`config.mk`:
```
export PLATFORM = sky130hd
export DESIGN_NAME = trace_output_serialiser
export DESIGN_NICKNAME = d
export VERILOG_FILES = /design/src/rtl/ryuki_datatypes_pkg.sv /design/src/rtl/trace_output_serialiser_fifo.sv /design/src/rtl/trace_output_serialiser.sv
export SDC_FILE = /design/constraint.sdc
export NUM_CORES = 2
export LEC_CHECK = 0
export BUFFER_PORTS_ARGS = -buffer_cell sky130_fd_sc_hd__clkbuf_2
export CAP_MARGIN = 20
export CORE_MARGIN = 2
export CORE_UTILIZATION = 57
export CTS_CLUSTER_DIAMETER = 200
export DETAILED_ROUTE_END_ITERATION = 8
export GPL_TIMING_DRIVEN = 0
export HOLD_SLACK_MARGIN = 0.12
export PLACE_DENSITY = 0.75
export SYNTH_ARGS = -nofsm -noshare
export SYNTH_HDL_FRONTEND = slang
export SYNTH_SLANG_ARGS = --single-unit
```
`constraint.sdc`:
```
create_clock -name clk -period 16.5 [get_ports clk]
set_clock_uncertainty 0.1 [all_clocks]
set_input_delay 0.825 -clock clk [delete_from_list [all_inputs] [get_ports clk]]
set_output_delay 0.825 -clock clk [all_outputs]
set_load 0.005 [all_outputs]
```
`src/rtl/ryuki_datatypes_pkg.sv`:
```
// Shared trace datatypes: the trace_output record, frame geometry and a record flattener.
// TRACE_SER_CHECKSUM_EN appends an XOR checksum word to every serialised frame.
package ryuki_datatypes;

    typedef struct packed {
        int time_start;
        int time_end;
    } trace_span_t;

    typedef struct packed {
        int          time_start;
        int          time_end;
        trace_span_t mem_access_req;
        trace_span_t mem_access_data;
    } trace_if_t;

    typedef struct packed {
        int time_start;
        int time_end;
    } trace_id_t;

    typedef struct packed {
        int          time_start;
        int          time_end;
        trace_span_t mem_access_req;
    } trace_ex_t;

    typedef struct packed {
        logic [31:0] instruction;
        logic [31:0] addr;
        trace_if_t   if_data;
        trace_id_t   id_data;
        trace_ex_t   ex_data;
    } trace_output;

    localparam int TRACE_PAYLOAD_WORDS = 14;
`ifdef TRACE_SER_CHECKSUM_EN
    localparam int TRACE_FRAME_WORDS = 16;
`else
    localparam int TRACE_FRAME_WORDS = 15;
`endif
    localparam logic [7:0] TRACE_MAGIC = 8'hA5;

    typedef enum logic {
        IDLE,
        SEND
    } trace_ser_state_t;

    typedef logic [TRACE_PAYLOAD_WORDS-1:0][31:0] trace_payload_t;

    // Element k is frame word k+1; the header is built by the serialiser.
    function automatic trace_payload_t trace_flatten(input trace_output rec);
        trace_payload_t w;
        w[0]  = rec.instruction;
        w[1]  = rec.addr;
        w[2]  = rec.if_data.time_start;
        w[3]  = rec.if_data.time_end;
        w[4]  = rec.if_data.mem_access_req.time_start;
        w[5]  = rec.if_data.mem_access_req.time_end;
        w[6]  = rec.if_data.mem_access_data.time_start;
        w[7]  = rec.if_data.mem_access_data.time_end;
        w[8]  = rec.id_data.time_start;
        w[9]  = rec.id_data.time_end;
        w[10] = rec.ex_data.time_start;
        w[11] = rec.ex_data.time_end;
        w[12] = rec.ex_data.mem_access_req.time_start;
        w[13] = rec.ex_data.mem_access_req.time_end;
        return w;
    endfunction

endpackage

```
`src/rtl/trace_output_serialiser_fifo.sv`:
```
// trace_record_fifo: power-of-two synchronous FIFO of trace_output records.
// Push while full and pop while empty are ignored.
module trace_record_fifo
    import ryuki_datatypes::*;
#(
    parameter int DEPTH = 4
) (
    input  logic                     clk,
    input  logic                     rst_n,
    input  logic                     push,
    input  trace_output              wr_data,
    input  logic                     pop,
    output trace_output              rd_data,
    output logic                     full,
    output logic                     empty,
    output logic [$clog2(DEPTH):0]   level
);
    localparam int AW = $clog2(DEPTH);

    trace_output   mem [DEPTH];
    logic [AW-1:0] wr_ptr_reg, wr_ptr_next;
    logic [AW-1:0] rd_ptr_reg, rd_ptr_next;
    logic [AW:0]   level_reg, level_next;
    logic          push_ok, pop_ok;

    assign full    = (level_reg == (AW+1)'(DEPTH));
    assign empty   = (level_reg == '0);
    assign push_ok = push && !full;
    assign pop_ok  = pop && !empty;
    assign rd_data = mem[rd_ptr_reg];
    assign level   = level_reg;

    always_comb begin
        wr_ptr_next = wr_ptr_reg;
        rd_ptr_next = rd_ptr_reg;
        level_next  = level_reg;
        if (push_ok)
            wr_ptr_next = wr_ptr_reg + 1'b1;
        if (pop_ok)
            rd_ptr_next = rd_ptr_reg + 1'b1;
        if (push_ok && !pop_ok)
            level_next = level_reg + 1'b1;
        else if (!push_ok && pop_ok)
            level_next = level_reg - 1'b1;
    end

    always_ff @(posedge clk or negedge rst_n) begin
        if (!rst_n) begin
            wr_ptr_reg <= '0;
            rd_ptr_reg <= '0;
            level_reg  <= '0;
        end else begin
            wr_ptr_reg <= wr_ptr_next;
            rd_ptr_reg <= rd_ptr_next;
            level_reg  <= level_next;
        end
    end

    // Storage carries no reset so it can map onto RAM.
    always_ff @(posedge clk) begin
        if (push_ok)
            mem[wr_ptr_reg] <= wr_data;
    end

endmodule

```
`src/rtl/trace_output_serialiser.sv`:
```
// Buffers trace_output records and emits each as a fixed-length frame of 32-bit words.
// Build option: TRACE_SER_CHECKSUM_EN adds a trailing XOR checksum word.
module trace_output_serialiser
    import ryuki_datatypes::*;
#(
    parameter int         FIFO_DEPTH = 4,
    parameter logic [7:0] MAGIC      = TRACE_MAGIC
) (
    input  logic                          clk,
    input  logic                          rst_n,
    input  logic                          trace_valid_i,
    output logic                          trace_ready_o,
    input  trace_output                   trace_data_i,
    output logic                          out_valid_o,
    input  logic                          out_ready_i,
    output logic [31:0]                   out_data_o,
    output logic                          out_last_o,
    output logic [$clog2(FIFO_DEPTH):0]   fifo_level_o,
    output logic [15:0]                   seq_o
);
    localparam logic [3:0] LAST_IDX = 4'(TRACE_FRAME_WORDS - 1);

    trace_ser_state_t state_reg, state_next;
    logic [3:0]       word_idx_reg, word_idx_next;
    logic [15:0]      seq_reg, seq_next;
    trace_output      shadow_reg, shadow_next;
    trace_output      fifo_head;
    logic             fifo_full, fifo_empty, fifo_pop;
    trace_payload_t   payload;
    logic [31:0]      header_word, frame_word;

    trace_record_fifo #(
        .DEPTH (FIFO_DEPTH)
    ) u_fifo (
        .clk     (clk),
        .rst_n   (rst_n),
        .push    (trace_valid_i),
        .wr_data (trace_data_i),
        .pop     (fifo_pop),
        .rd_data (fifo_head),
        .full    (fifo_full),
        .empty   (fifo_empty),
        .level   (fifo_level_o)
    );

    always_comb begin
        state_next    = state_reg;
        word_idx_next = word_idx_reg;
        seq_next      = seq_reg;
        shadow_next   = shadow_reg;
        fifo_pop      = 1'b0;
        case (state_reg)
            IDLE: begin
                if (!fifo_empty) begin
                    fifo_pop      = 1'b1;
                    shadow_next   = fifo_head;
                    word_idx_next = '0;
                    state_next    = SEND;
                end
            end
            SEND: begin
                if (out_ready_i) begin
                    if (word_idx_reg == LAST_IDX) begin
                        seq_next      = seq_reg + 16'd1;
                        word_idx_next = '0;
                        // Chain straight into the next record to avoid a bubble.
                        if (!fifo_empty) begin
                            fifo_pop    = 1'b1;
                            shadow_next = fifo_head;
                        end else begin
                            state_next = IDLE;
                        end
                    end else begin
                        word_idx_next = word_idx_reg + 4'd1;
                    end
                end
            end
            default: state_next = IDLE;
        endcase
    end

    always_ff @(posedge clk or negedge rst_n) begin
        if (!rst_n) begin
            state_reg    <= IDLE;
            word_idx_reg <= '0;
            seq_reg      <= '0;
            shadow_reg   <= '0;
        end else begin
            state_reg    <= state_next;
            word_idx_reg <= word_idx_next;
            seq_reg      <= seq_next;
            shadow_reg   <= shadow_next;
        end
    end

    assign payload     = trace_flatten(shadow_reg);
    assign header_word = {MAGIC, seq_reg, 8'(TRACE_FRAME_WORDS)};

`ifdef TRACE_SER_CHECKSUM_EN
    logic [31:0] checksum;
    always_comb begin
        checksum = header_word;
        for (int i = 0; i < TRACE_PAYLOAD_WORDS; i++)
            checksum = checksum ^ payload[i];
    end
`endif

    // Output is a pure function of registered state, so it holds while stalled.
    always_comb begin
        frame_word = '0;
        if (word_idx_reg == 4'd0)
            frame_word = header_word;
        else if (word_idx_reg <= 4'(TRACE_PAYLOAD_WORDS))
            frame_word = payload[word_idx_reg - 4'd1];
`ifdef TRACE_SER_CHECKSUM_EN
        else
            frame_word = checksum;
`endif
    end

    assign trace_ready_o = !fifo_full;
    assign out_valid_o   = (state_reg == SEND);
    assign out_data_o    = out_valid_o ? frame_word : 32'd0;
    assign out_last_o    = out_valid_o && (word_idx_reg == LAST_IDX);
    assign seq_o         = seq_reg;

endmodule

```
Word level (Yosys, flattened, before mapping)
Memory sizes are Yosys's and may differ from the RTL's.
Cells that the tools add are included.
Storage, ports and cells
  latch bits: 0
  memory bits (read-only): 0
  bits of input ports: 452
  word-level logic and storage cells: 75
  output and inout port bits: 54
  bits in writable memories: 1792
  memories kept: 1
  register bits after elaboration: 476
Operators by class
  multiplexer cells: 24
  $mul: 0
  equality and inequality tests: 5
  shifts and indexed selects: 0
  add/sub/neg operators: 7
  bitwise gates (word level): 1
  reductions and logical operators: 15
  magnitude comparators: 2
  divide/modulo/power cells: 0
Memory list
  u_fifo.mem: depth 4, width 448, rd ports 1, clocked after Yosys merged registers in 0, wr ports 1, RTL line trace_output_serialiser_fifo.sv:20  | trace_output mem [DEPTH];
Operators by type and width (count)
  $mux 448: 3
  $pmux 448 s2: 1
  $bmux 32 s4: 1
  $mux 32: 4
  $add 16x1->16 const B: 1
  $mux 4: 3
  $pmux 4 s2: 1
  $mux 1: 7
  $mux 3: 2
  $logic_and 1x1->1: 5
  $lt 4x5->1 const B: 1
  $add 2x1->2 const B: 2
  $add 4x1->4 const B: 1
  $eq 4x4->1 const B: 1
  $le 4x4->1 const B: 1
  $logic_not 1->1: 4
  $logic_not 4->1: 1
  $ne 2x2->1 const B: 2
  $pmux 1 s2: 2
  $reduce_and 2->1: 2
  $sub 4x1->4 const B: 1
  $add 3x1->3 const B: 1
  $eq 3x3->1 const B: 1
  $logic_not 3->1: 1
  5 further kinds: 5

Longest topological paths before layout
  depth in word-level cells: 9
  depth in mapped cells: 18
  gate-level depth less buffers: 11

Modules after synthesis
Synthesis repeated with hierarchy kept, for this count alone.
Second synthesis, totals
  cell total of the unflattened synthesis: 3955
  area total of the unflattened synthesis: 87691.6 um^2
Modules (own cells, without submodules)
  trace_record_fifo: area an instance 65087.4 um^2, cells each 2376, sequential area each 53986.8 um^2, instances 1
  trace_output_serialiser: area an instance 22604.2 um^2, cells each 1579, sequential area each 11736.3 um^2, instances 1

Worst setup path before layout
Ideal clock, no wire load.
  kind: input to register
  from: input trace_valid_i
  to: memory u_fifo.mem[0][0] (netlist name), enable pin
  setup time: 0.874 ns
  data required time: 15.526 ns
  stages: 1
  setup slack: 4.536 ns
  arrival: 10.990 ns
  buffers on the path: 0
  cells stage by stage: and3_1
On the way
  cells in the longest elaborated chain, start to end: 3
Ends and longest elaborated chain
  from (decl): RTL line trace_output_serialiser.sv:11  | input logic trace_valid_i,
  $logic_and 1x1->1: RTL line trace_output_serialiser_fifo.sv:28  | assign push_ok = push && !full;
  $mux 1: RTL line trace_output_serialiser_fifo.sv:61  | if (push_ok)
  $mux 1 (implied by the code): RTL line trace_output_serialiser_fifo.sv:62  | mem[wr_ptr_reg] <= wr_data;
  to (decl): RTL line trace_output_serialiser_fifo.sv:20
Every way passes these cells.

Final worst setup path
  from: register word_idx_reg[0]
  to: output out_data_o[5]
On the way
  cells in the longest elaborated chain, start to end: 6
  elaborated cells between the ends (all ways): 8
  those cells by class: add/sub: 1; order compare: 1; mux: 5; reduce/logical: 1
Ends and longest elaborated chain
  from (decl): RTL line trace_output_serialiser.sv:24  | logic [3:0] word_idx_reg, word_idx_next;
  from (signal assigned): RTL line trace_output_serialiser.sv:90  | word_idx_reg <= word_idx_next;
  $sub 4x1->4: RTL line trace_output_serialiser.sv:114  | frame_word = payload[word_idx_reg - 4'd1];
  $bmux 32 s4: RTL line trace_output_serialiser.sv:114
  $mux 32 (implied by the code): RTL line trace_output_serialiser.sv:114
  $mux 32: RTL line trace_output_serialiser.sv:113  | else if (word_idx_reg <= 4'(TRACE_PAYLOAD_WORDS))
  $mux 32 *: RTL line trace_output_serialiser.sv:111  | if (word_idx_reg == 4'd0)
  $mux 32 *: RTL line trace_output_serialiser.sv:123  | assign out_data_o = out_valid_o ? frame_word : 32'd0;
  to (decl): RTL line trace_output_serialiser.sv:16  | output logic [31:0] out_data_o,
Every way passes the cells marked *; elsewhere a longest branch is shown, timed or not. The select of a mux whose other input is x is not followed.

==> flow_summary.toml <==
[run_status]
outcome = "complete, no violations"

[timing]
max_freq_ghz = 0.128
min_period_ns = 7.78
rsz0062_at_grt = "false"
setup_viol = 0
hold_viol_final = 0
min_period_over_period_pct = 47.2
finalHoldWorstSlack_ns = 0.335
tightest_slew_ns = 1.28
drv_slew = 0
fin_ws_ns = 8.72
max-slew-margin-rel_pct = 14.3

[global_route]
grt_pass1_vias = 47200
grt_usage_pct = 30.2
grt_pass1_wl_mm = 335
overflow = 0
antenna_found_initial = 69
grt_max_degree = 101

[worst_hold_path]
hp-class = "in -> reg"
hold_path_depth = 4
worstHoldStart = "out_ready_i"
holdPathEnd = "out_valid_o"

[finish]
drive_gt1_share_pct = 38.5
finalNetCount = 5553
largest_reg_flops = 1792
area_growth_pct = 21.0
final_area_um2 = 105000
top_register = "u_fifo.mem"

[floorplan]
dieHeight_um = 394
io_pins = 506
die_area_um2 = 155000
core_area_um2 = 152000
die_w_um = 394
num_rows = 143
initial_utilization_pct = 57.3

[worst_setup_path]
cp-end-kind = "output port"
crit_path_max_incr_delay_ns = 1.07
reg2reg_slack_ns = 11.97
cp_cell_sequence = "buf_6, buf_4, buf_4, buf_4, inv_1, ha_1, buf_2, buf_4, clkbuf_1, clkbuf_1, a222oi_1, nor3_1, clkbuf_2"
cp_slowest_cell = "nor3_1"
rr_endpoint = "u_fifo.level[2]"
cp_data_required_time_ns = 15.57
critPathKind = "reg -> out"
reg2reg_depth = 18
timing.rr.start = "word_idx_reg[0]"
cp.arrival_ns = 6.86
worstSetupStartpointType = "flop"
crit_path_frequent_cell = "buf_4"
worstPathMaxFanout = 10

[synthesis]
synth_flop_cell = "edfxtp_1"
ys_seq_area_share_pct = 75.7
yosys_warnings = 0
synth_edf_count = 1792
postSynth.asyncResetShare_pct = 21.0
synth_area_um2 = 86800
avgSynthCellArea_um2 = 22.4
syn-num-nets = 4333
synth_cells = 3870
yosys.cell_types.count = 54
ys_seq_elements = 2268

[clock_tree]
cts-root-buf = "clkbuf_16"
cts_resized = 0
cts_sinks = 2268
htreeDepth = 4
clock_latency_ns = 0.86
clockBufferDepth = 3
cts_made_buffers = 218
cts_tree = "built"
clkTransAtPathRegs_ns = 0.06

[place]
preCtsSetupSlack_ns = 9.73
place_area_um2 = 93100
finalWeightedCongestion = 0.839
port_buffers = 504
dp.final_hpwl_mm = 152

[power_and_ir_drop]
power.density_nw_per_um2 = 172
leakagePower_nw = 38.2
ir_worst_vdd_mv = 0.118

[run]
drv_cap = 0

[routing]
dr_wl_met2_mm = 114
ant_nets = 0
routedWlPerCell_um = 31.5
drt-initial-drc-count = 5269
drc = 0
route.layer.met1.wl_mm = 90.1
vias_per_cell = 6.24
dr.pass1.iters = 7
wl_met3_mm = 21.2
top_layer_used = "met5"
routed_wirelength_mm = 232
vias = 45900
==> cells in the mapped netlist (all sizes together), types with 4 or more instances <==
| master | instances | area (um^2) |
|---|---|---|
| a211oi | 8 | 60.1 |
| a21boi | 16 | 120 |
| a21oi | 18 | 90.1 |
| a222oi | 8 | 80.1 |
| a22o | 4 | 35.0 |
| a31oi | 23 | 144 |
| a32oi | 16 | 140 |
| and2 | 13 | 81.3 |
| and3 | 23 | 144 |
| buf | 138 | 868 |
| clkbuf | 82 | 308 |
| dfrtp | 476 | 11900 |
| edfxtp | 1792 | 53800 |
| ha | 10 | 125 |
| inv | 9 | 33.8 |
| mux2 | 459 | 5170 |
| mux2i | 23 | 230 |
| mux4 | 544 | 12300 |
| nand2 | 22 | 90.1 |
| nand2b | 4 | 25.0 |
| nand3 | 31 | 155 |
| nand4 | 7 | 56.3 |
| nor2 | 56 | 210 |
| nor3 | 14 | 70.1 |
| o211ai | 4 | 43.8 |
| o21ai | 21 | 105 |
| o221a | 8 | 90.1 |
| xnor2 | 11 | 104 |
| xor2 | 12 | 105 |
==> critical path: cells and delay by family (launching register included) <==
family                     cells  cell delay (ns)
AOI/OAI and AO/OA              1             0.25
DFF                            1             0.39
and+or+nand+nor                1             1.07
adders and majority gates      1             0.50
buffers and inverters         10             3.77
==> layout by cell type, fill, tap and decap left out, types with 17 or more instances in the layout <==
cell type / n
a21oi_1: 18
a31oi_1: 23
and3_1: 19
buf_16: 41
buf_2: 70
buf_4: 59
bufinv_16: 17
clkbuf_1: 138
clkbuf_16: 219
clkbuf_2: 503
clkbuf_8: 29
clkinv_1: 37
clkinv_2: 32
dfrtp_1: 476
diode_2: 43
dlygate4sd3_1: 449
edfxtp_1: 1792
mux2_2: 459
mux2i_1: 23
mux4_2: 544
nand2_1: 21
nand3_1: 31
nor2_1: 56
==> per-stage QoR <==
stage               instances  total power [mW]  TNS [ns]  utilization [%]
floorplan                3870              11.3         0                -
global placement         6404              13.6  -7945.92             60.6
detailed placement       6450              12.9         0             61.5
CTS                      7313              18.0         0             69.3
global route             7333              18.7         0             69.3
finish                   7357              18.1         0             69.3
==> what timing repair did <==
item,CTS,global route
buffers inserted,0,0
setup endpoints to repair,0,0
hold buffers,449,0
hold endpoints to repair,1869,0
==> kinds of logic (layout without fill, tap and decap cells) <==
logic type                 Yosys count  in the layout  share of synthesized area, %
AOI/OAI and AO/OA                  132            132                          1.12
xor gates and xnor gates            23             23                         0.241
adders and majority gates           11             11                         0.167
buffers and inverters              229           1643                          1.39
DFF                               2268           2268                          75.7
muxes                             1026           1026                          20.3
other                                0             43                             0
and+or+nand+nor                    181            181                          1.07
==> report_power, final <==
group | leakage [nW] | total (mW) | switching (mW) | internal (mW)
Sequential | 22.8 | 8.01 | 0.463 | 7.55
Combinational | 11.9 | 5.01 | 2.86 | 2.15
Clock | 3.54 | 5.03 | 2.18 | 2.86
==> final cells by class <==
class	count	area, um^2
Clock inverter	111	1240
Clock buffer	303	6080
Buffer	220	1180
Multi-Input combinational cell	1373	19900
Inverter	9	33.8
Antenna cell	43	108
Tap cell	2030	2540
Sequential cell	2268	65700
Timing Repair Buffer	1000	8260
Fill cell	9094	46500
==> routing by layer <==
| layer | vias to the layer above | global-route usage (%) |
|---|---|---|
| met5 | - | 0 |
| met4 | 62 | 8.06 |
| met3 | 372 | 7.00 |
| met2 | 2365 | 48.3 |
| met1 | 24600 | 42.5 |
| li1 | 18500 | - |
==> worst max path at each step <==
stage | startpoint | endpoint | slack (ns) | depth (start not counted)
after floorplan | trace_valid_i | u_fifo.mem[0][0] | 4.54 | 1
after global placement | trace_valid_i | u_fifo.mem[3][397] | -4.54 | 2
after detailed placement | word_idx_reg[0] | out_data_o[5] | 9.73 | 13
after CTS | word_idx_reg[0] | out_data_o[5] | 8.83 | 13
after global routing | word_idx_reg[0] | out_data_o[5] | 8.73 | 13
final | word_idx_reg[0] | out_data_o[5] | 8.72 | 13
Power figures use the tool's default switching activity.
